[src/rtl/decode_hazard_stage_pkg.sv]
`default_nettype none
// =====================================================================
// Module : decode_hazard_stage_pkg
// Brief  : Opcode/funct constants, ctrl bit indices, FSM codes, decoders
// Rev    : 1.0  initial release
// =====================================================================
package decode_hazard_stage_pkg;

  localparam logic [5:0] OP_RTYPE = 6'h00;
  localparam logic [5:0] OP_JUMP  = 6'h02;
  localparam logic [5:0] OP_BEQ   = 6'h04;
  localparam logic [5:0] OP_BNE   = 6'h05;
  localparam logic [5:0] OP_ADDI  = 6'h08;
  localparam logic [5:0] OP_ADDIU = 6'h09;
  localparam logic [5:0] OP_LB    = 6'h20;
  localparam logic [5:0] OP_LW    = 6'h23;
  localparam logic [5:0] OP_SB    = 6'h28;
  localparam logic [5:0] OP_SW    = 6'h2B;
  localparam logic [5:0] FN_MUL   = 6'h18;

  localparam int CTRL_REGWRITE = 7;
  localparam int CTRL_MEMTOREG = 6;
  localparam int CTRL_BRANCH   = 5;
  localparam int CTRL_MEMWRITE = 4;
  localparam int CTRL_MEMREAD  = 3;
  localparam int CTRL_BYTEWORD = 2;
  localparam int CTRL_ALUSRC   = 1;
  localparam int CTRL_IS_MULT  = 0;

  localparam logic [1:0] ST_RUN       = 2'd0;
  localparam logic [1:0] ST_LD_STALL  = 2'd1;
  localparam logic [1:0] ST_MUL_STALL = 2'd2;

  // is_mult is added by the caller because it also depends on funct
  function automatic logic [7:0] ctrl_decode(input logic [5:0] op);
    logic [7:0] c;
    c = 8'h00;
    case (op)
      OP_RTYPE:          c[CTRL_REGWRITE] = 1'b1;
      OP_ADDI, OP_ADDIU: begin
        c[CTRL_REGWRITE] = 1'b1;
        c[CTRL_ALUSRC]   = 1'b1;
      end
      OP_LW, OP_LB: begin
        c[CTRL_REGWRITE] = 1'b1;
        c[CTRL_MEMTOREG] = 1'b1;
        c[CTRL_MEMREAD]  = 1'b1;
        c[CTRL_ALUSRC]   = 1'b1;
        c[CTRL_BYTEWORD] = (op == OP_LB);
      end
      OP_SW, OP_SB: begin
        c[CTRL_MEMWRITE] = 1'b1;
        c[CTRL_ALUSRC]   = 1'b1;
        c[CTRL_BYTEWORD] = (op == OP_SB);
      end
      OP_BEQ, OP_BNE:    c[CTRL_BRANCH] = 1'b1;
      default:           c = 8'h00;
    endcase
    return c;
  endfunction

  function automatic logic uses_rs2(input logic [5:0] op);
    return (op == OP_RTYPE) || (op == OP_SW) || (op == OP_SB) ||
           (op == OP_BEQ) || (op == OP_BNE);
  endfunction

endpackage
`default_nettype wire

[src/rtl/decode_hazard_stage_hazard_unit.sv]
`default_nettype none
// =====================================================================
// Module : hazard_unit
// Brief  : Load-use / mul-use RAW detection, mul scoreboard and stall FSM
// Rev    : 1.0  initial release
// =====================================================================
module hazard_unit
  import decode_hazard_stage_pkg::*;
#(
  parameter int RA_W    = 5,
  parameter int MUL_LAT = 5
) (
  input  logic            clk,
  input  logic            reset,
  input  logic            in_valid_i,
  input  logic [RA_W-1:0] rs1_i,
  input  logic [RA_W-1:0] rs2_i,
  input  logic            use_rs1_i,
  input  logic            use_rs2_i,
  input  logic            ex_valid_i,
  input  logic            ex_memread_i,
  input  logic [RA_W-1:0] ex_dest_i,
  input  logic            ex_stall_i,
  input  logic            flush_i,
  input  logic            mul_issue_i,
  input  logic [RA_W-1:0] mul_issue_dst_i,
  output logic            load_haz_o,
  output logic            mul_haz_o
);

  localparam int CNT_W = $clog2(MUL_LAT + 1);
  localparam logic [CNT_W-1:0] CNT_RELOAD = CNT_W'(MUL_LAT - 1);

  logic [CNT_W-1:0] mul_cnt_q, mul_cnt_d;
  logic [RA_W-1:0]  mul_dst_q, mul_dst_d;
  logic [1:0]       state_q, state_d;

  always_comb begin
    load_haz_o = ex_valid_i && ex_memread_i && (ex_dest_i != '0) &&
                 ((use_rs1_i && (ex_dest_i == rs1_i)) ||
                  (use_rs2_i && (ex_dest_i == rs2_i)));
    mul_haz_o  = (mul_cnt_q != '0) && (mul_dst_q != '0) &&
                 ((use_rs1_i && (mul_dst_q == rs1_i)) ||
                  (use_rs2_i && (mul_dst_q == rs2_i)));
  end

  // A newer mul always reloads the counter and takes over mul_dst
  always_comb begin
    mul_cnt_d = mul_cnt_q;
    mul_dst_d = mul_dst_q;
    if (!ex_stall_i) begin
      if (mul_issue_i) begin
        mul_cnt_d = CNT_RELOAD;
        mul_dst_d = mul_issue_dst_i;
      end else if (mul_cnt_q != '0) begin
        mul_cnt_d = mul_cnt_q - 1'b1;
      end
    end
  end

  always_comb begin
    state_d = state_q;
    if (!ex_stall_i) begin
      if (flush_i) begin
        state_d = ST_RUN;
      end else begin
        case (state_q)
          ST_RUN: begin
            if (in_valid_i && mul_haz_o)       state_d = ST_MUL_STALL;
            else if (in_valid_i && load_haz_o) state_d = ST_LD_STALL;
          end
          ST_LD_STALL:  state_d = ST_RUN;
          ST_MUL_STALL: if (mul_cnt_q <= CNT_W'(1)) state_d = ST_RUN;
          default:      state_d = ST_RUN;
        endcase
      end
    end
  end

  always_ff @(posedge clk or negedge reset) begin
    if (!reset) begin
      mul_cnt_q <= '0;
      mul_dst_q <= '0;
      state_q   <= ST_RUN;
    end else begin
      mul_cnt_q <= mul_cnt_d;
      mul_dst_q <= mul_dst_d;
      state_q   <= state_d;
    end
  end

endmodule
`default_nettype wire

[src/rtl/decode_hazard_stage.sv]
`default_nettype none
// =====================================================================
// Module : decode_hazard_stage
// Brief  : ID stage: decode, regfile addressing, ID/EX regs, RAW stalls
// Rev    : 1.0  initial release
// =====================================================================
module decode_hazard_stage
  import decode_hazard_stage_pkg::*;
#(
  parameter int ADDR_W  = 32,
  parameter int INSTR_W = 32,
  parameter int REG_W   = 32,
  parameter int RA_W    = 5,
  parameter int IMM_W   = 21,
  parameter int MUL_LAT = 5
) (
  input  logic               clk,
  input  logic               reset,
  input  logic               in_valid,
  input  logic [ADDR_W-1:0]  pc,
  input  logic [INSTR_W-1:0] instruction,
  input  logic               ex_stall,
  input  logic               flush,
  output logic [RA_W-1:0]    src_reg1,
  output logic [RA_W-1:0]    src_reg2,
  input  logic [REG_W-1:0]   rin_reg1,
  input  logic [REG_W-1:0]   rin_reg2,
  output logic               out_valid,
  output logic [ADDR_W-1:0]  out_pc,
  output logic [5:0]         op_code,
  output logic [5:0]         funct_code,
  output logic [RA_W-1:0]    out_addr_reg1,
  output logic [RA_W-1:0]    out_addr_reg2,
  output logic [RA_W-1:0]    dest_reg,
  output logic [REG_W-1:0]   rout_reg1,
  output logic [REG_W-1:0]   rout_reg2,
  output logic [ADDR_W-1:0]  mimmediat,
  output logic [7:0]         ctrl,
  output logic [ADDR_W-1:0]  jump_addr,
  output logic               is_jump,
  output logic               hold_fetch
);

  logic [5:0]        opcode, funct;
  logic [RA_W-1:0]   rd, dest_dec;
  logic [7:0]        ctrl_dec;
  logic [ADDR_W-1:0] imm_ext;
  logic              load_haz, mul_haz, hazard, accept;

  assign opcode   = instruction[31:26];
  assign funct    = instruction[5:0];
  assign src_reg1 = instruction[25:21];
  assign src_reg2 = instruction[20:16];
  assign rd       = instruction[15:11];

  always_comb begin
    ctrl_dec = ctrl_decode(opcode);
    ctrl_dec[CTRL_IS_MULT] = (opcode == OP_RTYPE) && (funct == FN_MUL);
    dest_dec = (opcode == OP_RTYPE) ? rd : src_reg2;
    if (opcode == OP_ADDIU)
      imm_ext = {{(ADDR_W-IMM_W){1'b0}}, instruction[IMM_W-1:0]};
    else
      imm_ext = {{(ADDR_W-IMM_W){instruction[IMM_W-1]}}, instruction[IMM_W-1:0]};
  end

  assign hazard     = load_haz || mul_haz;
  assign accept     = in_valid && !flush && !hazard;
  assign hold_fetch = ex_stall || (in_valid && !flush && hazard);
  assign is_jump    = in_valid && (opcode == OP_JUMP) && !flush && !hold_fetch;
  assign jump_addr  = (pc & {4'hF, {(ADDR_W-4){1'b0}}}) |
                      ADDR_W'({instruction[25:0], 2'b00});

  hazard_unit #(
    .RA_W    (RA_W),
    .MUL_LAT (MUL_LAT)
  ) u_hazard (
    .clk             (clk),
    .reset           (reset),
    .in_valid_i      (in_valid),
    .rs1_i           (src_reg1),
    .rs2_i           (src_reg2),
    .use_rs1_i       (opcode != OP_JUMP),
    .use_rs2_i       (uses_rs2(opcode)),
    .ex_valid_i      (out_valid),
    .ex_memread_i    (ctrl[CTRL_MEMREAD]),
    .ex_dest_i       (dest_reg),
    .ex_stall_i      (ex_stall),
    .flush_i         (flush),
    .mul_issue_i     (accept && ctrl_dec[CTRL_IS_MULT]),
    .mul_issue_dst_i (dest_dec),
    .load_haz_o      (load_haz),
    .mul_haz_o       (mul_haz)
  );

  // Bubbles only clear valid/ctrl; the payload fields keep their last value
  always_ff @(posedge clk or negedge reset) begin
    if (!reset) begin
      out_valid     <= 1'b0;
      out_pc        <= '0;
      op_code       <= '0;
      funct_code    <= '0;
      out_addr_reg1 <= '0;
      out_addr_reg2 <= '0;
      dest_reg      <= '0;
      rout_reg1     <= '0;
      rout_reg2     <= '0;
      mimmediat     <= '0;
      ctrl          <= '0;
    end else if (!ex_stall) begin
      if (accept) begin
        out_valid     <= 1'b1;
        out_pc        <= pc;
        op_code       <= opcode;
        funct_code    <= funct;
        out_addr_reg1 <= src_reg1;
        out_addr_reg2 <= src_reg2;
        dest_reg      <= dest_dec;
        rout_reg1     <= rin_reg1;
        rout_reg2     <= rin_reg2;
        mimmediat     <= imm_ext;
        ctrl          <= ctrl_dec;
      end else begin
        out_valid <= 1'b0;
        ctrl      <= '0;
      end
    end
  end

endmodule
`default_nettype wire

[config.mk]
export PLATFORM = sky130hd
export DESIGN_NAME = decode_hazard_stage
export DESIGN_NICKNAME = d
export VERILOG_FILES = /design/src/rtl/decode_hazard_stage_pkg.sv /design/src/rtl/decode_hazard_stage_hazard_unit.sv /design/src/rtl/decode_hazard_stage.sv
export SDC_FILE = /design/constraint.sdc
export NUM_CORES = 1
export LEC_CHECK = 0
export ABC_CLOCK_PERIOD_IN_PS = 6000
export BUFFER_PORTS_ARGS = -buffer_cell sky130_fd_sc_hd__buf_4
export CORE_ASPECT_RATIO = 0.75
export CORE_MARGIN = 8
export CORE_UTILIZATION = 45
export DETAILED_ROUTE_END_ITERATION = 8
export GPL_TIMING_DRIVEN = 0
export HOLD_SLACK_MARGIN = 0.06
export PLACE_DENSITY = 0.8
export SLEW_MARGIN = 20
export SYNTH_ARGS = -nofsm -noshare
export SYNTH_HDL_FRONTEND = slang
export SYNTH_SLANG_ARGS = --single-unit
[constraint.sdc]
create_clock -name clk -period 6 [get_ports clk]
set_clock_uncertainty 0.15 [all_clocks]
set_input_delay 0 -clock clk [delete_from_list [all_inputs] [get_ports clk]]
set_output_delay 0 -clock clk [all_outputs]
set_load 0.005 [all_outputs]
==> results.py <==
metrics = {
    "power_and_ir_drop": {
        "p_total_mw": 3.47,
        "p_leak_nw": 6.02,
        "ir_worst_vdd_mv": 0.198,
        "powerDensity_nw_per_um2": 290,
    },
    "sta": {
        "max_freq_mhz": 321,
        "period_minus_slack_ps": 3110,
        "fin_setup_tns_ps": 0,
        "worstMarginPinSlew_ps": 713,
        "rsz0062_at_grt": "false",
        "final_max_slew_viol_count": 0,
        "slew_headroom_pct": 52.4,
        "hold_viol": 0,
        "min_period_over_period_pct": 51.9,
        "setup_viol": 0,
    },
    "synth": {
        "yosys.area_share.adder_pct": 0.353,
        "synth_top_family_by_area": "multiplexers",
        "yosys_register_bits": 150,
        "synth_flop_cell": "dfrtp_1",
        "synth_area_um2": 7080,
        "synth_compound_area_share_pct": 2.86,
        "yosysWarnings": 0,
        "synth_edf_count": 0,
        "muxShareOfSynthArea_pct": 26.6,
        "synthXorXnorAreaFrac_pct": 2.60,
        "async_reset_ff_share_pct": 100,
        "synthSimpleGateAreaFrac_pct": 3.81,
        "syn-instance-count": 488,
        "seq_area_frac_synth_pct": 53.0,
        "yosysUniqueCellTypes": 41,
        "syn_area_per_cell_um2": 14.5,
    },
    "critical_path": {
        "path_max_fanout": 10,
        "critPathCaptureType": "register",
        "reg2reg_depth": 8,
        "r2r_slack_ps": 2890,
        "worst-setup-path-type": "register to register",
        "required_ps": 6210,
        "timing.rr.start": "dest_reg[2]",
        "start_kind": "register",
        "r2r_end": "ctrl[5]",
        "crit_arrival_ps": 3320,
    },
    "clock_network": {
        "cts_sinks": 150,
        "h-tree-depth": 4,
        "clock_tree.root_cell": "clkbuf_16",
        "clk_latency_ps": 430,
        "cts_buffers": 17,
        "cts_tree": "yes",
        "clkTransAtPathRegs_ps": 60,
        "clk_path_buf_depth": 2,
    },
    "placement": {
        "dp_hpwl_um": 16600,
        "io_buffers": 336,
        "gp_congestion": 0.788,
    },
    "cells_and_area": {
        "drive_above_1_share_pct": 59.9,
        "final_core_util_pct": 77.9,
        "fillCellCount": 873,
        "finalNetCount": 1119,
        "largest_registers": "out_pc (32), rout_reg1 (32), rout_reg2 (32)",
        "syn2layout_area_growth_pct": 68.5,
    },
    "floorplan": {
        "chipHeight_um": 125,
        "io_pins": 341,
        "rows": 39,
        "coreArea_um2": 15300,
        "die_area_um2": 20100,
        "start_util_pct": 46.2,
        "die_x_um": 161,
    },
    "detailed_routing": {
        "wl_per_cell_um": 20.9,
        "avgViaCountPerCell": 4.82,
        "wl_um": 25100,
        "drt_iter0_drc": 277,
        "num_vias": 5799,
        "ant_nets": 0,
        "route.detailed.drc": 0,
        "dr.pass1.iters": 5,
    },
    "hold_path": {
        "hold_start": "in_valid",
        "hp-class": "primary input to register",
        "min_path_cells": 6,
        "holdPathEnd": "u_hazard.mul_cnt_q[0]",
    },
    "global_routing": {
        "grt_start_max_net_pins": 77,
        "grt-ovfl-total": 0,
        "grt_pass1_vias": 6787,
        "antenna_found_initial": 3,
        "track_usage_pct": 25.1,
        "grt_pass1_wl_um": 39400,
    },
    "status": {
        "status": "completed",
    },
    "job": {
        "maxCapViolCount": 0,
    },
}
[where the power goes]
| part | total, mW | internal (mW) | switching [mW] | leakage (nW) |
|---|---|---|---|---|
| Clock | 1.15 | 0.707 | 0.438 | 0.293 |
| Combinational | 0.985 | 0.646 | 0.339 | 3.92 |
| Sequential | 1.34 | 1.20 | 0.141 | 1.80 |
[kinds of logic after synthesis]
logic type | Yosys count
other cells | 1
flops | 150
fa+ha+maj | 2
xor+xnor | 21
compound gates | 27
buf+inv | 92
mux | 144
simple gates | 51
[area by class of cell]
| class | count | area, µm² | area share, % |
|---|---|---|---|
| antenna | 3 | 7.51 | 0.0629 |
| buffer | 86 | 738 | 6.18 |
| clock buffer | 20 | 447 | 3.74 |
| clock inverter | 11 | 174 | 1.46 |
| inverter | 6 | 22.5 | 0.189 |
| multi-input combinational | 247 | 2570 | 21.6 |
| sequential | 150 | 3750 | 31.4 |
| tap | 205 | 256 | 2.15 |
| timing repair buffer | 476 | 3970 | 33.2 |
[what timing repair did]
action,in CTS,in global routing
setup buffers,0,0
endpoints found under the hold margin,299,0
endpoints found under the setup margin,0,0
hold buffers,139,0
gates resized for setup,0,0
[layer usage]
layer  global-route usage, %  routed length (µm)  vias up
li1                        -                   -     2626
met1                    27.6                9710     2872
met2                    44.4               13200      261
met3                    7.60                1660       40
met4                    10.2                 567        0
met5                       0                   0        -
[layout by cell type (no fill, tap or decap), types with 3 or more instances in the layout]
cell type      instances
buf_4                407
dfrtp_1              150
dlygate4sd3_1        138
mux2_2                72
mux2_4                70
clkbuf_16             17
nand2_1               14
xor2_1                12
xnor2_1                9
nor2_1                 8
o21ai_0                8
buf_12                 8
inv_1                  6
clkbuf_1               6
nor3_1                 5
nand4_1                5
nor2b_1                4
a21oi_1                4
nand3_1                4
bufinv_16              4
diode_2                3
clkinvlp_4             3
[how the worst max path moves through the flow]
| stage | slack [ps] | cells after the start | from | endpoint |
|---|---|---|---|---|
| 2_1_floorplan | 3550 | 7 | dest_reg[3] | mimmediat[10] |
| 3_3_place_gp | 3400 | 9 | dest_reg[0] | rout_reg2[24] |
| 3_5_place_dp | 3340 | 9 | instruction[31] | u_hazard.mul_dst_q[0] |
| 4_1_cts | 2880 | 8 | dest_reg[3] | ctrl[5] |
| 5_1_grt | 2680 | 13 | instruction[31] | ctrl[5] |
| 6_report | 2890 | 8 | dest_reg[2] | ctrl[5] |
[worst max-delay path: stages (launching register included)]
cell	delay [ps]
dfrtp_1	470
or3_1	390
o311a_1	360
a221o_1	330
buf_4	180
buf_12	170
buf_6	150
o41ai_1	240
dlygate4sd3_1	600
[per-stage QoR]
step / hold slack [ps] / instances / worst slack, ps / instance area (µm²)
after floorplan: -446 / 489 / 3550 / 7090
after global placement: 68.2 / 1030 / 3400 / 9870
after detailed placement: -133 / 1031 / 3340 / 9900
after CTS: 116 / 1201 / 2880 / 11900
after global routing: 176 / 1204 / 2680 / 11900
final: 147 / 1204 / 2890 / 11900
[synthesized netlist by cell type (all sizes together), types with 5 or more instances]
| cell type | n | area (µm²) |
|---|---|---|
| nor2 | 9 | 36.3 |
| xnor2 | 9 | 78.8 |
| inv | 6 | 22.5 |
| mux2 | 144 | 1880 |
| o21ai | 8 | 40.0 |
| nand4 | 5 | 31.3 |
| xor2 | 12 | 105 |
| nand2 | 14 | 52.6 |
| buf | 82 | 723 |
| dfrtp | 150 | 3750 |
| nor3 | 5 | 25.0 |
No activity file was read; power rests on OpenSTA's default activity.
